<file path="src/rtl/wash_pkg.sv">
// rtl/wash_pkg.sv - shared types, duration table and display codes for wash_ctrl
package wash_pkg;

  typedef enum logic [2:0] {
    ST_IDLE,
    ST_WASH,
    ST_RINSE,
    ST_SPIN,
    ST_DONE
  } state_e;

  // Phase durations in seconds: rows by mode, columns wash / rinse / spin
  localparam logic [6:0] DUR_TBL [4][3] = '{
    '{7'd0,   7'd0,  7'd30},
    '{7'd60,  7'd30, 7'd30},
    '{7'd90,  7'd45, 7'd30},
    '{7'd120, 7'd60, 7'd60}
  };

  localparam logic [3:0] BLANK_CODE = 4'd11;
  localparam logic [3:0] DIG_WASH   = 4'd1;
  localparam logic [3:0] DIG_RINSE  = 4'd2;
  localparam logic [3:0] DIG_SPIN   = 4'd3;
  localparam logic [3:0] DIG_DONE   = 4'd0;

  localparam logic [7:0] LED_IDLE  = 8'h01;
  localparam logic [7:0] LED_WASH  = 8'h02;
  localparam logic [7:0] LED_RINSE = 8'h04;
  localparam logic [7:0] LED_SPIN  = 8'h08;
  localparam logic [7:0] LED_DONE  = 8'h10;
  localparam logic [7:0] LED_PAUSE = 8'h20;

  function automatic logic [6:0] phase_dur(input logic [1:0] m, input state_e ph);
    logic [6:0] d;
    case (ph)
      ST_WASH:  d = DUR_TBL[m][0];
      ST_RINSE: d = DUR_TBL[m][1];
      ST_SPIN:  d = DUR_TBL[m][2];
      default:  d = 7'd0;
    endcase
    return d;
  endfunction

  // Next phase with a nonzero duration; SPIN always has one, so it is the fallback
  function automatic state_e next_phase(input logic [1:0] m, input state_e cur);
    state_e n;
    case (cur)
      ST_IDLE:  n = (phase_dur(m, ST_WASH) != 7'd0)  ? ST_WASH :
                    (phase_dur(m, ST_RINSE) != 7'd0) ? ST_RINSE : ST_SPIN;
      ST_WASH:  n = (phase_dur(m, ST_RINSE) != 7'd0) ? ST_RINSE : ST_SPIN;
      ST_RINSE: n = ST_SPIN;
      default:  n = ST_DONE;
    endcase
    return n;
  endfunction

  function automatic logic [8:0] total_dur(input logic [1:0] m);
    return 9'(DUR_TBL[m][0]) + 9'(DUR_TBL[m][1]) + 9'(DUR_TBL[m][2]);
  endfunction

endpackage

</file>
<file path="src/rtl/sec_tick.sv">
// rtl/sec_tick.sv - 1-second prescaler, freezes when en_i is low
module sec_tick #(
  parameter int CLK_HZ = 100000000
) (
  input  logic clk_i,
  input  logic rst_i,
  input  logic en_i,
  input  logic clr_i,
  output logic tick_o
);

  localparam int CW = (CLK_HZ > 1) ? $clog2(CLK_HZ) : 1;
  localparam logic [CW-1:0] LAST = CW'(CLK_HZ - 1);

  logic [CW-1:0] cnt_q, cnt_d;

  // Count 0..CLK_HZ-1 while enabled; clear wins, disabled holds the value
  always_comb begin
    cnt_d = cnt_q;
    if (clr_i) begin
      cnt_d = '0;
    end else if (en_i) begin
      cnt_d = (cnt_q == LAST) ? '0 : cnt_q + 1'b1;
    end
  end

  // Counter register
  always_ff @(posedge clk_i) begin
    if (rst_i) cnt_q <= '0;
    else       cnt_q <= cnt_d;
  end

  assign tick_o = en_i && !clr_i && (cnt_q == LAST);

endmodule

</file>
<file path="src/rtl/wash_ctrl.sv">
// rtl/wash_ctrl.sv - wash programme sequencer; WASH_DOOR_LOCK_EN adds door_open_i/lock_o
module wash_ctrl
  import wash_pkg::*;
#(
  parameter int         CLK_HZ = 100000000,
  parameter logic [3:0] BLANK  = BLANK_CODE
) (
  input  logic       clk_i,
  input  logic       rst_i,
  input  logic       on_i,
  input  logic       start_i,
  input  logic [1:0] mode_i,
  input  logic       pause_pos_i,
`ifdef WASH_DOOR_LOCK_EN
  input  logic       door_open_i,
  output logic       lock_o,
`endif
  output logic       busy_o,
  output logic       done_o,
  output logic       motor_o,
  output logic       drain_o,
  output logic [3:0] dig3_o,
  output logic [3:0] dig2_o,
  output logic [3:0] dig1_o,
  output logic [3:0] dig0_o,
  output logic [7:0] st_light_o
);

  state_e      state_q, state_d, nxt;
  logic        paused_q, paused_d;
  logic [1:0]  mode_q, mode_d;
  logic [6:0]  phase_q, phase_d;
  logic [8:0]  total_q, total_d;
  logic [1:0]  done_cnt_q, done_cnt_d;
  logic        done_q, done_d;
  logic [11:0] bcd_q, bcd_d;
  logic        in_phase, tick, door;

`ifdef WASH_DOOR_LOCK_EN
  assign door   = door_open_i;
  assign lock_o = busy_o;
`else
  assign door = 1'b0;
`endif

  assign in_phase = (state_q == ST_WASH) || (state_q == ST_RINSE) || (state_q == ST_SPIN);

  sec_tick #(.CLK_HZ(CLK_HZ)) u_tick (
    .clk_i  (clk_i),
    .rst_i  (rst_i),
    .en_i   ((in_phase && !paused_q) || (state_q == ST_DONE)),
    .clr_i  (state_q == ST_IDLE),
    .tick_o (tick)
  );

  // State, timers and display registers
  always_ff @(posedge clk_i) begin
    if (rst_i) begin
      state_q    <= ST_IDLE;
      paused_q   <= 1'b0;
      mode_q     <= 2'd0;
      phase_q    <= 7'd0;
      total_q    <= 9'd0;
      done_cnt_q <= 2'd0;
      done_q     <= 1'b0;
      bcd_q      <= 12'd0;
    end else begin
      state_q    <= state_d;
      paused_q   <= paused_d;
      mode_q     <= mode_d;
      phase_q    <= phase_d;
      total_q    <= total_d;
      done_cnt_q <= done_cnt_d;
      done_q     <= done_d;
      bcd_q      <= bcd_d;
    end
  end

  // Next state: power-off, then tick-driven countdown, then pause toggling
  always_comb begin
    state_d    = state_q;
    paused_d   = paused_q;
    mode_d     = mode_q;
    phase_d    = phase_q;
    total_d    = total_q;
    done_cnt_d = done_cnt_q;
    nxt        = next_phase(mode_q, state_q);
    if (!on_i) begin
      state_d    = ST_IDLE;
      paused_d   = 1'b0;
      phase_d    = 7'd0;
      total_d    = 9'd0;
      done_cnt_d = 2'd0;
    end else begin
      case (state_q)
        ST_IDLE: begin
          if (start_i && !door) begin
            nxt      = next_phase(mode_i, ST_IDLE);
            state_d  = nxt;
            mode_d   = mode_i;
            phase_d  = phase_dur(mode_i, nxt);
            total_d  = total_dur(mode_i);
            paused_d = 1'b0;
          end
        end
        ST_WASH, ST_RINSE, ST_SPIN: begin
          if (tick) begin
            phase_d = phase_q - 7'd1;
            total_d = total_q - 9'd1;
            if (phase_q == 7'd1) begin
              state_d    = nxt;
              phase_d    = phase_dur(mode_q, nxt);
              done_cnt_d = 2'd0;
            end
          end
          // A pause can never carry into DONE, whose countdown ignores it
          if (state_d == ST_DONE)  paused_d = 1'b0;
          else if (door)           paused_d = 1'b1;
          else if (pause_pos_i)    paused_d = !paused_q;
        end
        ST_DONE: begin
          if (tick) begin
            if (done_cnt_q == 2'd2) state_d = ST_IDLE;
            else                    done_cnt_d = done_cnt_q + 2'd1;
          end
        end
        default: state_d = ST_IDLE;
      endcase
    end
    done_d = (state_d == ST_DONE) && (state_q != ST_DONE);
    bcd_d  = {4'(total_q / 9'd100), 4'((total_q % 9'd100) / 9'd10), 4'(total_q % 9'd10)};
  end

  // Outputs decoded from the registered state
  always_comb begin
    busy_o     = in_phase;
    motor_o    = in_phase && !paused_q;
    drain_o    = (state_q == ST_SPIN) && !paused_q;
    done_o     = done_q;
    dig2_o     = bcd_q[11:8];
    dig1_o     = bcd_q[7:4];
    dig0_o     = bcd_q[3:0];
    dig3_o     = BLANK;
    st_light_o = LED_IDLE;
    case (state_q)
      ST_WASH:  begin dig3_o = DIG_WASH;  st_light_o = LED_WASH;  end
      ST_RINSE: begin dig3_o = DIG_RINSE; st_light_o = LED_RINSE; end
      ST_SPIN:  begin dig3_o = DIG_SPIN;  st_light_o = LED_SPIN;  end
      ST_DONE: begin
        dig3_o     = DIG_DONE;
        dig2_o     = 4'd0;
        dig1_o     = 4'd0;
        dig0_o     = 4'd0;
        st_light_o = LED_DONE;
      end
      default: begin
        dig2_o = BLANK;
        dig1_o = BLANK;
        dig0_o = BLANK;
      end
    endcase
    if (paused_q) st_light_o = st_light_o | LED_PAUSE;
  end

endmodule

</file>
<file path="config.mk">
export PLATFORM = sky130hd
export DESIGN_NAME = wash_ctrl
export DESIGN_NICKNAME = d
export VERILOG_FILES = /design/src/rtl/wash_pkg.sv /design/src/rtl/sec_tick.sv /design/src/rtl/wash_ctrl.sv
export SDC_FILE = /design/constraint.sdc
export NUM_CORES = 1
export LEC_CHECK = 0
export ABC_AREA = 1
export CORE_UTILIZATION = 48
export DETAILED_ROUTE_END_ITERATION = 10
export PLACE_DENSITY = 0.81
export SLEW_MARGIN = 10
export SYNTH_ARGS = -nofsm -noshare
export SYNTH_HDL_FRONTEND = slang
export SYNTH_SLANG_ARGS = --single-unit
</file>
<file path="constraint.sdc">
create_clock -name clk_i -period 3.2 [get_ports clk_i]
set_input_delay 0.32 -clock clk_i [delete_from_list [all_inputs] [get_ports clk_i]]
set_output_delay 0.32 -clock clk_i [all_outputs]
set_load 0.02 [all_outputs]
</file>
==> reports/qor.csv <==
metric,value,unit
Reg2Reg Depth,26,
CP startpoint kind,register,
number of top-level pins,35,
Buffers on Ports,31,
CTS tree,yes,
Crit Path Max Fanout,5,
final WL,12.1,mm
"Clk pin slew, worst setup/hold paths",80,ps
Die Ht,99.9,µm
Post-Syn Area,4600,µm²
CTS max path bufs,2,
P&R area growth vs syn,20.4,%
Unique masters post-synth,51,
status,completed,
GR Overflow Total,0,
Worst Path Arrival,3450,ps
maxcap violations,0,
largest net degree at the start of global routing,26,
n_diodes,0,
layout cell share with drive strength beyond 1,16.8,%
overall routing resource usage,23.6,%
Max Fclk,316,MHz
Via density,5.51,
Routed Antenna Nets,0,
crit path kind,reg2reg,
hold path cells,2,
fin area,5530,µm²
hold crit path type,reg2reg,
initial antenna violation count,0,
Skew-Pair Late Insertion Delay,360,ps
Site Rows,35,
Leak,2.39,nW
Max IR drop VDD,0.218,mV
Final Non-Filler Cells,885,
Inserted Clock Buffers,9,
Mapped Avg Cell Area,6.48,µm²
Synth Register Bits,63,
core area,9240,µm²
DRC viols,0,
final setup violation count,0,
area of placed instances,5050,µm²
dpl hpwl,8.32,mm
global-route wire length before repair,19.1,mm
WP data required,3480,ps
Starting Density,49.7,%
WL/cell,13.7,µm
CTS root buffer,clkbuf_8,
clk sinks,63,
Hold Fails Final Rpt,0,
DIE AREA,9970,µm²
dpl cells,862,
Tcrit/Tclk final,98.9,%
Crit. End Element,register,
htree depth,3,
Slew Limit Fails,0,
Final Skew,12.0,ps
"Net count, final",776,
min cycle time layout,3170,ps
post-synthesis sequential area ratio,27.4,%
vias in the first global route,4324,
power per cell area,438,nW/µm²
Gate Count Post-Synth,709,
first-pass detailed-route iteration total,5,
die width,99.9,µm
Vias,4873,
drt initial violations,388,
Synthesis Warnings,0,
GPL Wtd Cong,0.968,
==> per-layer routing <==
| layer | global-route usage [%] | share of wire (%) | up-vias |
|---|---|---|---|
| met1 | 29.8 | 43 | 2221 |
| met5 | 0 | 0 | - |
| met2 | 39.8 | 48 | 207 |
| met4 | 9.05 | 2.9 | 0 |
| li1 | - | - | 2404 |
| met3 | 4.53 | 6.6 | 41 |
==> placed cells by master, fill, tap and decap left out, types with 3 or more instances in the layout <==
| master | netlist | layout |
|---|---|---|
| inv_2 | 10 | 11 |
| clkbuf_8 | 0 | 9 |
| inv_1 | 94 | 92 |
| dfxtp_1 | 63 | 59 |
| o211ai_1 | 6 | 6 |
| o21ai_1 | 9 | 6 |
| nor2_2 | 6 | 6 |
| ha_1 | 18 | 17 |
| a31oi_1 | 3 | 3 |
| nor3_1 | 18 | 18 |
| nor4_1 | 4 | 4 |
| nor2_1 | 77 | 77 |
| bufinv_16 | 0 | 3 |
| nand4_1 | 16 | 16 |
| xor2_1 | 8 | 8 |
| clkinv_1 | 3 | 3 |
| clkdlybuf4s50_1 | 0 | 31 |
| conb_1 | 1 | 3 |
| nand2_4 | 2 | 7 |
| xnor2_1 | 4 | 4 |
| buf_4 | 8 | 18 |
| nand3_1 | 36 | 27 |
| nand2_1 | 144 | 126 |
| nor2_4 | 5 | 5 |
| o21ai_0 | 50 | 50 |
| nand3_2 | 4 | 12 |
| o22ai_1 | 4 | 4 |
| nand2_2 | 13 | 26 |
| nor3_4 | 3 | 3 |
| a211oi_1 | 9 | 9 |
| a21oi_1 | 51 | 50 |
==> where the power goes <==
part           internal, W  leakage [nW]  switching [W]  total [W]
logic             0.000244          1.75       0.000435   0.000679
clock network     0.000530         0.126       0.000367   0.000897
registers         0.000821         0.514      0.0000266   0.000847
==> flip-flops by register name (all words and copies together), names as in the netlist <==
register	count
u_tick.cnt_q	27
bcd_q	11
total_q	9
phase_q	7
state_q	3
done_cnt_q	2
mode_q	2
done_o	1
paused_q	1
==> layout make-up <==
| class | instances | area [µm²] |
|---|---|---|
| inverter | 108 | 410 |
| multi-input combinational | 519 | 2980 |
| tap | 129 | 161 |
| clock buffer | 9 | 124 |
| sequential | 63 | 1270 |
| clock inverter | 7 | 128 |
| fill | 805 | 3710 |
| timing repair buffer | 50 | 457 |
==> timing repair <==
item,in CTS,in global routing
hold buffers,0,0
pin swaps,0,14
gates resized for setup,4,47
endpoints found under the hold margin,0,0
setup buffers,2,5
endpoints found under the setup margin,3,4
==> cell families after synthesis <==
logic type / count (synthesis) / share of synthesized area [%]
compound gates: 144 / 17.7
xor+xnor: 12 / 2.29
fa+ha+maj: 18 / 4.90
buf+inv: 129 / 11.3
flops: 63 / 27.4
mux: 2 / 0.436
other cells: 1 / 0.0816
simple gates: 340 / 35.8
==> critical path, stage by stage, from the launching register on <==
cell	delay, ps
dfxtp_2	340
inv_2	50
buf_6	130
o211ai_1	260
nand2_2	110
a21boi_4	220
nand2_2	130
nand2_2	100
nand2_1	60
nand2_1	80
inv_1	50
nand2_2	80
nand2_2	70
nand2_2	80
nand2_4	70
inv_4	80
nand2_4	50
nand2_4	60
nand2_2	50
nand2_2	100
inv_2	40
ha_2	150
or2_4	230
o21ai_4	160
buf_4	130
nand4_1	60
a21oi_1	140
==> per-stage QoR <==
step / TNS (ps) / worst slack [ps] / util, % / power, W / hold slack [ps]
final: 0 / 34.5 / 59.9 / 0.00242 / 468
after global routing: -460 / -172 / 59.9 / 0.00254 / 486
after CTS: 0 / 31.6 / 57.7 / 0.00233 / 466
after detailed placement: -273 / -121 / 54.7 / 0.00144 / 456
after global placement: 0 / 98.1 / 54.7 / 0.00142 / 437
after floorplan: 0 / 229 / - / 0.00130 / 404
==> Yosys cell counts, drive strengths merged <==
library cell | number | area share, %
a31oi | 3 | 0.41
a41oi | 1 | 0.19
clkinv | 3 | 0.25
or2 | 3 | 0.41
o2111ai | 2 | 0.38
a211oi | 9 | 1.5
a311oi | 1 | 0.19
a2bb2oi | 1 | 0.19
nor4 | 4 | 0.54
a21boi | 1 | 0.25
ha | 18 | 4.9
conb | 1 | 0.082
nor3 | 21 | 3.0
and3 | 1 | 0.16
nor3b | 2 | 0.33
o211ai | 6 | 0.98
a2111oi | 1 | 0.19
inv | 105 | 8.6
a21oi | 51 | 5.6
nand3b | 1 | 0.16
nor2 | 89 | 8.8
nand3 | 40 | 4.8
xor2 | 8 | 1.5
o21a | 2 | 0.33
clkbuf | 9 | 0.74
o211a | 1 | 0.22
buf | 12 | 1.7
dfxtp | 63 | 27
o21ai | 59 | 6.4
o21ba | 1 | 0.22
o22ai | 4 | 0.54
xnor2 | 4 | 0.76
nand2 | 160 | 14
nand4 | 19 | 3.2
a221oi | 1 | 0.19
mux2i | 2 | 0.44
==> path summary, 6_finish.rpt <==
check | to | slack [ps] | start
max | bcd_q[1] | 30 | total_q[6]
min | done_cnt_q[1] | 470 | done_cnt_q[1]
max reg2reg | bcd_q[1] | 30 | total_q[6]
min reg2reg | done_cnt_q[1] | 470 | done_cnt_q[1]
(Power assumes the default switching activity.)
